<file path="src/rtl/bram_stream_reader.sv">
// Block-RAM stream source: reads len words from a synchronous BRAM and presents them as a valid/ready stream.
// Optional wrap-around looping is compiled in with `define BRAM_READER_LOOP_EN.
`timescale 1ns/1ps
module bram_stream_reader #(
    parameter int DATA_W = 8,
    parameter int DEPTH  = 100,
    parameter int ADDR_W = $clog2(DEPTH),
    parameter int RD_LAT = 1
) (
    input  logic              clk,
    input  logic              rst,
    input  logic              start,
    input  logic [ADDR_W:0]   len,
    input  logic              loop_en,
    output logic              mem_en,
    output logic [ADDR_W-1:0] mem_addr,
    input  logic [DATA_W-1:0] mem_dout,
    output logic              out_valid,
    output logic [DATA_W-1:0] out_data,
    input  logic              out_ready,
    output logic              busy,
    output logic              done,
    output logic [1:0]        dbg_state
);
    // Stream handshake: a word moves when out_valid & out_ready at a rising edge;
    // out_valid never drops and out_data never changes while out_ready is low.

    localparam int FIFO_DEPTH = RD_LAT + 2;
    localparam int PTR_W      = $clog2(FIFO_DEPTH);
    localparam int CNT_W      = $clog2(FIFO_DEPTH + 1);
    localparam int SUM_W      = CNT_W + 2;
    localparam int LEN_W      = ADDR_W + 1;

    typedef enum logic [1:0] {
        IDLE  = 2'd0,
        RUN   = 2'd1,
        DRAIN = 2'd2
    } state_t;

    state_t             state, state_nxt;
    logic [LEN_W-1:0]   len_q, issue_cnt, len_clamped;
    logic [RD_LAT-1:0]  pipe;
    logic [DATA_W-1:0]  fifo_mem [FIFO_DEPTH];
    logic [PTR_W-1:0]   wr_ptr, rd_ptr;
    logic [CNT_W-1:0]   fifo_cnt;
    logic [CNT_W:0]     inflight;
    logic               push, pop, credit_ok, issue, last_issue, wrap;

    function automatic logic [PTR_W-1:0] ptr_inc(input logic [PTR_W-1:0] p);
        return (p == PTR_W'(FIFO_DEPTH - 1)) ? '0 : p + 1'b1;
    endfunction

    assign len_clamped = (len > LEN_W'(DEPTH)) ? LEN_W'(DEPTH) : len;

    always_comb begin
        inflight = '0;
        for (int i = 0; i < RD_LAT; i++) begin
            inflight = inflight + (CNT_W + 1)'(pipe[i]);
        end
    end

    assign push      = pipe[RD_LAT-1];
    assign out_valid = (fifo_cnt != '0);
    assign out_data  = out_valid ? fifo_mem[rd_ptr] : '0;
    assign pop       = out_valid & out_ready;

    // Reads already issued plus words held must fit the FIFO, counting this cycle's pop as freed space.
    assign credit_ok  = (SUM_W'(fifo_cnt) + SUM_W'(inflight)) < (SUM_W'(FIFO_DEPTH) + SUM_W'(pop));
    assign issue      = (state == RUN) && (issue_cnt < len_q) && credit_ok;
    assign last_issue = issue && (issue_cnt == len_q - 1'b1);

`ifdef BRAM_READER_LOOP_EN
    assign wrap = last_issue & loop_en;
`else
    logic unused_loop_en;
    assign unused_loop_en = loop_en;
    assign wrap           = 1'b0;
`endif

    assign mem_en    = issue;
    assign mem_addr  = issue_cnt[ADDR_W-1:0];
    assign busy      = (state != IDLE);
    assign dbg_state = state;

    always_ff @(posedge clk) begin
        if (rst) state <= IDLE;
        else     state <= state_nxt;
    end

    always_comb begin
        state_nxt = state;
        done      = 1'b0;
        case (state)
            IDLE: begin
                if (start) state_nxt = (len_clamped == '0) ? DRAIN : RUN;
            end
            RUN: begin
                if (last_issue && !wrap) state_nxt = DRAIN;
            end
            DRAIN: begin
                if (fifo_cnt == '0 && inflight == '0) begin
                    state_nxt = IDLE;
                    done      = 1'b1;
                end
            end
            default: state_nxt = IDLE;
        endcase
    end

    always_ff @(posedge clk) begin
        if (rst) begin
            len_q     <= '0;
            issue_cnt <= '0;
            pipe      <= '0;
            wr_ptr    <= '0;
            rd_ptr    <= '0;
            fifo_cnt  <= '0;
        end else begin
            if (state == IDLE && start) begin
                len_q     <= len_clamped;
                issue_cnt <= '0;
            end
            // The counter returns to zero after the final read so the next pass (or wrap) starts at address 0.
            if (issue) issue_cnt <= last_issue ? '0 : issue_cnt + 1'b1;
            pipe[0] <= issue;
            for (int i = 1; i < RD_LAT; i++) begin
                pipe[i] <= pipe[i-1];
            end
            if (push) wr_ptr <= ptr_inc(wr_ptr);
            if (pop)  rd_ptr <= ptr_inc(rd_ptr);
            if (push && !pop)      fifo_cnt <= fifo_cnt + 1'b1;
            else if (!push && pop) fifo_cnt <= fifo_cnt - 1'b1;
        end
    end

    always_ff @(posedge clk) begin
        if (push) fifo_mem[wr_ptr] <= mem_dout;
    end

endmodule

</file>
<file path="config.mk">
export PLATFORM = sky130hd
export DESIGN_NAME = bram_stream_reader
export DESIGN_NICKNAME = d
export VERILOG_FILES = /design/src/rtl/bram_stream_reader.sv
export SDC_FILE = /design/constraint.sdc
export NUM_CORES = 1
export LEC_CHECK = 0
export ABC_AREA = 1
export CORE_ASPECT_RATIO = 2
export CORE_MARGIN = 2
export CORE_UTILIZATION = 35
export DETAILED_ROUTE_END_ITERATION = 8
export SLEW_MARGIN = 20
export SYNTH_ARGS = -nofsm -noshare
export SYNTH_HDL_FRONTEND = slang
export SYNTH_SLANG_ARGS = --single-unit
</file>
<file path="constraint.sdc">
create_clock -name clk -period 3.2 [get_ports clk]
set_input_delay 0.48 -clock clk [delete_from_list [all_inputs] [get_ports clk]]
set_output_delay 0.48 -clock clk [all_outputs]
set_load 0.01 [all_outputs]
</file>
==> impl_metrics.json <==
{
  "place_hpwl_um": 5046,
  "yosysSeqAreaShare_pct": 44.78,
  "yosys.area.top_type_share_pct": 25.59,
  "grtUsageMet3_pct": 2.140,
  "insertedDiodeCount": 0,
  "use_met1_pct": 13.39,
  "grt_use_met2_pct": 30.93,
  "min_period_over_period_pct": 90.47,
  "vdd_ir_drop_max_mv": 0.2144,
  "grt_pass1_vias": 2240,
  "wl_um": 6282,
  "dr.pass1.iters": 4,
  "r2r-start": "fifo_cnt[0]$_SDFFE_PP0P_",
  "slew_viol_final": 0,
  "die-area_um2": 8824,
  "synthTopCellsByArea": "edfxtp_1, dfxtp_1, nand2_1",
  "final_util_pct": 43.95,
  "clk_latency_ns": 0.30,
  "final-hold-violation-count": 0,
  "grt_max_degree": 19,
  "start_kind": "flip-flop",
  "critPathCaptureType": "output pin",
  "pin_count": 42,
  "hold_end": "wr_ptr[1]$_SDFFE_PP0P_",
  "r2r-end": "issue_cnt[3]$_SDFFE_PP0P_",
  "synth_edf_count": 24,
  "p_leak_nw": 1.529,
  "hp-start": "wr_ptr[1]$_SDFFE_PP0P_",
  "synth.ff_latch_count": 51,
  "die_w_um": 67.43,
  "postCtsSetupRepairBufs": 0,
  "rows": 46,
  "clock_sinks": 51,
  "hold_class": "flip-flop to flip-flop",
  "place_congestion": 0.8773,
  "area_growth_pct": 23.06,
  "busiest_layer": "met2",
  "io_buffers": 40,
  "clkTransAtPathRegs_ns": 0.07,
  "grt_first_pass_wirelength_um": 10070,
  "max_freq_ghz": 0.3454,
  "cts-root-buf": "clkbuf_16",
  "vias": 2299,
  "synth_fp_nets": 380,
  "max-slew-margin-rel_pct": 69.62,
  "clockBufferDepth": 2,
  "rsz0062_at_grt": "false",
  "synthCells": 344,
  "whs_path_depth": 2,
  "routed_via_density": 4.760,
  "cts_made_buffers": 5,
  "dp_cells": 475,
  "cts_max_level": 2,
  "drive_above_1_share_pct": 10.85,
  "ys_top_cells_by_count": "nand2_1, inv_1, nor2_1",
  "antenna_found_initial": 0,
  "core-area_um2": 7885,
  "p_per_area_nw_per_um2": 653.4,
  "die_h_um": 130.9,
  "fillers": 811,
  "finalSetupViolCount": 0,
  "status": "finished clean",
  "tns_ns": 0,
  "synth.distinct_cells": 30,
  "synth_flop_cell": "dfxtp_1",
  "syn_area_per_cell_um2": 8.187,
  "r2r_slack_ns": 1.04,
  "path_class": "flip-flop to output pin",
  "cts-resized-gates": 0,
  "reg2regPathDepth": 13,
  "synth_top_cell_by_area": "edfxtp_1",
  "path_max_fanout": 10,
  "async_flop_share_pct": 0,
  "wl_per_cell_um": 13.01,
  "layout.nets": 422,
  "drt_iter0_drc": 129,
  "synth.cell_area_um2": 2816,
  "maxCapViolations": 0,
  "skew_ns": 0.007889,
  "yosysWarnings": 0,
  "fin_crit_ns": 2.895,
  "ant_nets": 0,
  "cts_tree": "yes",
  "post-route-drc-count": 0,
  "track_usage_pct": 15.38,
  "worstPathArrival_ns": 2.41,
  "worst_slew_pin_slew_ns": 0.4551,
  "synth.most_common_cell": "nand2_1",
  "cp.required_ns": 2.72,
  "initial_core_util_pct": 35.72,
  "fin_cells": 483,
  "grt-ovfl-total": 0,
  "ctsHoldBuffers": 0
}
## cell type report
class | instances | area [um^2] | area share, %
clock buffers | 5 | 125.1 | 3.610
clock inverters | 3 | 27.53 | 0.7942
inverters | 64 | 245.2 | 7.076
multi-input cells | 218 | 1241 | 35.81
flip-flops and latches | 51 | 1261 | 36.39
well taps | 96 | 120.1 | 3.466
repair buffers | 46 | 445.4 | 12.85
## worst max-delay path, cell delays in order (launching register included)
cell,delay (ns)
dfxtp_1,0.37
nor2_4,0.32
inv_4,0.07
nand2_4,0.10
ha_1,0.25
a21oi_1,0.18
o21ai_2,0.09
nor2_4,0.17
clkdlybuf4s50_1,0.56
## cell usage in the layout (no fill, tap or decap), types with 8 or more instances in the layout
cell type	n
a21oi_1	25
mux2_2	8
dfxtp_1	27
nor2_1	33
edfxtp_1	24
clkdlybuf4s50_1	40
ha_1	15
nand2_1	66
inv_1	59
nor3_1	8
o21ai_0	17
nand3_1	16
## cells by family after synthesis
family,Yosys count,share of synthesized area [%]
flip-flops,51,44.78
adder cells (fa/ha/maj),15,6.664
AO/OA/AOI/OAI,53,10.66
AND/OR/NAND/NOR,135,21.37
multiplexers,8,3.199
XOR/XNOR,7,2.177
buffers and inverters,75,11.15
## state kept, by name, summed over array words and instances (netlist names), named ones only
name       flops
len_q          8
issue_cnt      8
rd_ptr         2
wr_ptr         2
fifo_cnt       2
dbg_state      2
fifo_mem      24
pipe           1
## report_power, final
part / leakage, nW / switching (mW) / internal [mW] / total [mW]
clock network: 0.0719 / 0.248 / 0.297 / 0.545
registers: 0.437 / 0.0882 / 0.758 / 0.847
logic: 1.02 / 0.472 / 0.401 / 0.873
## routing by layer
metal,up-vias,part of all wire [%]
li1,1182,-
met1,1063,35
met2,39,59
met3,15,2.2
met4,0,4.2
met5,-,0
## worst max-delay path by stage
stage                   to                      from  slack, ns  cells past startpoint
global route        mem_en  fifo_cnt[0]$_SDFFE_PP0P_       0.21                      8
detailed placement  mem_en                 out_ready       0.30                      7
global placement    mem_en                 out_ready       0.31                      7
CTS                 mem_en  fifo_cnt[0]$_SDFFE_PP0P_       0.28                      8
floorplan           mem_en  fifo_cnt[0]$_SDFFE_PP0P_       1.33                      6
finish              mem_en  fifo_cnt[0]$_SDFFE_PP0P_       0.31                      8
## through the flow
| stage | instance area [um^2] | worst slack, ns | power [mW] | hold slack, ns |
|---|---|---|---|---|
| 2_1_floorplan | 2816 | 1.330 | 1.403 | 0.4578 |
| 3_3_place_gp | 3313 | 0.3058 | 1.723 | 0.4671 |
| 3_5_place_dp | 3313 | 0.2950 | 1.748 | 0.4713 |
| 4_1_cts | 3466 | 0.2777 | 2.301 | 0.4820 |
| 5_1_grt | 3466 | 0.2126 | 2.426 | 0.5097 |
| 6_report | 3466 | 0.3050 | 2.265 | 0.4798 |
Note: power is estimated with default switching activity, not from simulation.
==> variant 1: new RTL, same flow settings <==
Reset style: asynchronous (`rst`), changed in 2 clocked blocks.
--- a/src/rtl/bram_stream_reader.sv
+++ b/src/rtl/bram_stream_reader.sv
@@ -83,5 +83,5 @@
     assign dbg_state = state;
 
-    always_ff @(posedge clk) begin
+    always_ff @(posedge clk or posedge rst) begin
         if (rst) state <= IDLE;
         else     state <= state_nxt;
@@ -108,5 +108,5 @@
     end
 
-    always_ff @(posedge clk) begin
+    always_ff @(posedge clk or posedge rst) begin
         if (rst) begin
             len_q     <= '0;
Behaviour: differs if rst is asserted again (counterexample within 4 cycles, from zero or initial values and one cycle with rst high); with rst held inactive, the same outputs for 10 cycles.
==> variant 1 against the original RTL <==
  * Routed wire length is 7.8% lower
  * Total power is 48% higher
  * First-iteration DRC count is 53% lower
  * Area after synthesis is 4.1% lower
  * Sequential power is 24% higher
  * Setup slack worse by 0.054 ns
  * Sequential cell count is 2 lower
  * Largest cell class unchanged
  * Count of clock-buffer cells in the layout stayed put
  * Design area is 3.0% lower
  * Global-route usage is 0.61 points lower
==> variant 1: results (changes against the original RTL) <==
Synth
  • Yosys top cell area share: 0.267 (was 0.256)
  • Prevailing post-synth register cell: dfrtp_1 (was dfxtp_1)
  • Async S/R FF share, synth: 0.510 (was 0)
  • Mapped Nets: 349 (was 380)
  • Count of cell types in the netlist: 27 (was 30)
  • Synth top cells by count: 74 x nand2_1, 51 x inv_1, 31 x nand3_1, 25 x dfrtp_1, 24 x edfxtp_1 (was 66 x nand2_1, 59 x inv_1, 33 x nor2_1, 27 x dfxtp_1, 25 x a21oi_1)
  • Area contributors post-synth: edfxtp_1 27%, dfrtp_1 23%, nand2_1 10% (was edfxtp_1 26%, dfxtp_1 19%, nand2_1 8.8%)

Hold path
  • Hold Path End: issue_cnt[0]$_DFFE_PP0P_ (was wr_ptr[1]$_SDFFE_PP0P_)
  • Worst Hold Launch: issue_cnt[0]$_DFFE_PP0P_ (was wr_ptr[1]$_SDFFE_PP0P_)
  • Worst hold path depth: 1 (was 2)

Worst setup path
  • Critical Path Source: pipe$_DFF_PP0_ (was fifo_cnt[0]$_SDFFE_PP0P_)
  • R2R depth: 9 (was 13)
  • Arr. time, crit path: 2.47 ns (was 2.41 ns)
  • Worst-path fanout max: 6 (was 10)
  • Register-to-register setup slack: 1.07 ns (was 1.04 ns)
  • FF-to-FF End: issue_cnt[3]$_DFFE_PP0P_ (was issue_cnt[3]$_SDFFE_PP0P_)

Global route
  • First-pass GRT wire length: 9540 um (was 10,100 um)
  • Pin count of the biggest net entering global routing: 26 (was 19)
  • Met1 usage: 0.130 (was 0.134)
  • GRT Overall Usage: 0.148 (was 0.154)
  • Grt met3 use: 0.0211 (was 0.0214)
  • Met2 usage: 0.310 (was 0.309)

Timing
  • Max Clock Skew: 0.00497 ns (was 0.00789 ns)
  • Worst slew margin: 0.553 (was 0.696)

Clock network
  • Hold buffers post-CTS: 0 (unchanged)
  • CTS clk-pin slew, worst paths: 0.06 ns
  • Root Driver: clkbuf_16 (unchanged)

Placement
  • Final RePlAce weighted congestion: 0.846 (was 0.877)
  • PortBufs: 40 (unchanged)

Routing
  • First DRT Iteration DRCs: 60 (was 129)
  • Via count: 2,152 (was 2,299)
  • Routed wire length per instance: 12.8 um (was 13.0 um)

Finish
  • Nets@finish: 392 (was 422)
  • FILL cells: 779 (was 811)
  • Ratio of cells with drive above 1 in the final layout: 0.0616 (was 0.109)

Power and ir drop
  • Lkg Pwr: 1.53 nW (about the same)
  • Worst vdd ir: 0.497 mV (was 0.214 mV)

Run status
  • Status: finished clean (unchanged)
-- variant 1: metal layers --
layer	part of all wire	up-vias
li1	-	1089
met1	0.33	1011
met2	0.62	40
met3	0.027	12
met4	0.025	0
met5	0	-
-- variant 1: report_power, final --
part           internal [mW]  switching [mW]  total (mW)
logic                  0.751           0.963        1.71
clock network          0.366           0.223       0.588
registers              0.858           0.191        1.05
-- variant 1: worst max-delay path: stages, from the launching register on --
cell and delay [ns]:
dfrtp_1 0.44, ha_1 0.23, ha_1 0.19, ha_1 0.19, nor2_1 0.09, nand3_1 0.08
nor2_1 0.10, nand2_1 0.09, nor2_4 0.20, clkdlybuf4s50_1 0.58
-- variant 1: metrics by stage --
step / total power [mW] / area [sq um] / hold WS (ns) / setup slack (ns) / instances
global placement: 2.76 / 3200 / 0.533 / 0.292 / 443
global route: 3.66 / 3360 / 0.575 / 0.0877 / 451
detailed placement: 2.80 / 3200 / 0.550 / 0.297 / 443
CTS: 3.39 / 3360 / 0.560 / 0.217 / 451
floorplan: 2.18 / 2700 / 0.494 / 1.25 / 313
finish: 3.35 / 3360 / 0.549 / 0.251 / 451
-- variant 1: cell type report --
type                    count  area, sq um  share of cell area
clock inverters             3         41.3              0.0123
inverters                  55          206              0.0614
flip-flops and latches     49         1350               0.400
repair buffers             45          438               0.130
multi-input cells         200         1090               0.324
well taps                  94          118              0.0350
clock buffers               5          125              0.0372
-- variant 1: logic make-up after synthesis --
group                    share of synthesized area
AO/OA/AOI/OAI                               0.0704
adder cells (fa/ha/maj)                     0.0695
XOR/XNOR                                    0.0389
buffers and inverters                       0.0987
AND/OR/NAND/NOR                              0.224
flip-flops                                   0.498
==> variant 2: new RTL, config.mk and constraints unchanged <==
Made on the original files. Change the parameter `DEPTH` from 100 to 200.
--- a/src/rtl/bram_stream_reader.sv
+++ b/src/rtl/bram_stream_reader.sv
@@ -4,5 +4,5 @@
 module bram_stream_reader #(
     parameter int DATA_W = 8,
-    parameter int DEPTH  = 100,
+    parameter int DEPTH  = 200,
     parameter int ADDR_W = $clog2(DEPTH),
     parameter int RD_LAT = 1
Interface: changed (resized len and mem_addr); port bits go from 42 to 44. No check against the original RTL was run, so the function may have changed too.
==> variant 2 against the original RTL <==
  * Area after synthesis grew 4.4%
  * Critical path depth grew 1
  * Setup slack lost 0.12 ns
  * Total power grew 2.4%
  * Design area grew 4.0%
  * Sequential cell count grew 2
  * Via count grew 5.7%
  * Sequential share of layout area shrank 0.29 points
  * Routed wire length grew 8.0%
  * Largest power group unchanged
==> variant 2: results (changes against the original RTL) <==
Routing
  • WL met1: 2200 um (was 2180 um)
  • Routed wire length per instance: 13.8 um (was 13.0 um)
  • First DRT Iteration DRCs: 68 (was 129)
  • Drt via density: 4.93 (was 4.76)
  • Met2 wire len: 3860 um (was 3700 um)

Worst setup path
  • Arr. time, crit path: 2.54 ns (was 2.41 ns)
  • FF-to-FF End: issue_cnt[7]$_SDFFE_PP0P_ (was issue_cnt[3]$_SDFFE_PP0P_)
  • Worst-path fanout max: 5 (was 10)
  • R2R depth: 10 (was 13)

Placement
  • Dpl cells: 485 (was 475)
  • Dpl hpwl: 5530 um (was 5050 um)
  • PortBufs: 42 (was 40)
  • Post-DP Area: 3460 sq um (was 3310 sq um)
  • Final RePlAce weighted congestion: 0.871 (was 0.877)
  • Worst slack, placed: 0.161 ns (was 0.295 ns)

Power and ir drop
  • Sequential Power: 0.870 mW (was 0.847 mW)
  • Fraction of power consumed by sequential logic: 0.375 (was 0.374)
  • Comb pwr share: 0.397 (was 0.385)
  • Net Switching: 0.825 mW (was 0.809 mW)
  • Lkg Pwr: 1.53 nW (about the same)
  • Worst vdd ir: 0.321 mV (was 0.214 mV)

Timing
  • Hold_ws: 0.482 ns (was 0.480 ns)
  • Max Clock Skew: 0.00309 ns (was 0.00789 ns)
  • Worst slew margin: 0.698 (was 0.696)
  • Final worst slack: 0.182 ns (was 0.305 ns)

Finish
  • Nets@finish: 432 (was 422)
  • Post-route insts no fill: 493 (was 483)
  • Area Overhead vs Synth: 22.5% (was 23.1%)
  • FILL cells: 843 (was 811)
  • Ratio of cells with drive above 1 in the final layout: 0.119 (was 0.109)

Global route
  • Grt met3 use: 0.0296 (was 0.0214)
  • Met2 usage: 0.307 (was 0.309)
  • Met1 usage: 0.130 (was 0.134)
  • GRT Overall Usage: 0.157 (was 0.154)
  • Pin count of the biggest net entering global routing: 17 (was 19)
  • Number of global-route vias before repair: 2,350 (was 2,240)

Synth
  • Area contributors post-synth: edfxtp_1 25%, dfxtp_1 20%, inv_1 7.5% (was edfxtp_1 26%, dfxtp_1 19%, nand2_1 8.8%)
  • Mapped Nets: 388 (was 380)
  • Adder-Cell Fraction of Synth Area: 0.0681 (was 0.0666)
  • Xor/xnor share of the synthesized area: 0.0179 (was 0.0218)
  • Synth Instances: 350 (was 344)
  • Post-synthesis mux area share: 0.0306 (was 0.0320)

Run status
  • Status: finished clean (unchanged)
-- variant 2: cell count changes after synthesis, sizes merged, moves of 3 or more --
cell and delta:
nor2 -11, o21ai +4, nand4 +4, o22ai +7
inv -3, nand2 -7, nand3 +4
-- variant 2: area by class of cell --
class / instances / area share
Multi-Input combinational cell: 223 / 0.369
Sequential cell: 53 / 0.361
Timing Repair Buffer: 49 / 0.131
Inverter: 62 / 0.0646
Clock buffer: 6 / 0.0358
Tap cell: 98 / 0.0340
Clock inverter: 2 / 0.00417
-- variant 2: critical path, cell delays in order --
cell,delay (ns)
clkdlybuf4s50_1,0.46
inv_1,0.06
nor2_4,0.16
inv_1,0.10
ha_1,0.31
a21oi_1,0.17
o21ai_2,0.11
nor2_4,0.13
clkdlybuf4s50_1,0.54
-- variant 2: worst max-delay path by stage --
| stage | end | from |
|---|---|---|
| global placement | mem_en | out_ready |
| detailed placement | mem_en | out_ready |
| floorplan | mem_en | out_ready |
| finish | mem_en | out_ready |
| global route | mem_en | out_ready |
| CTS | mem_en | out_ready |
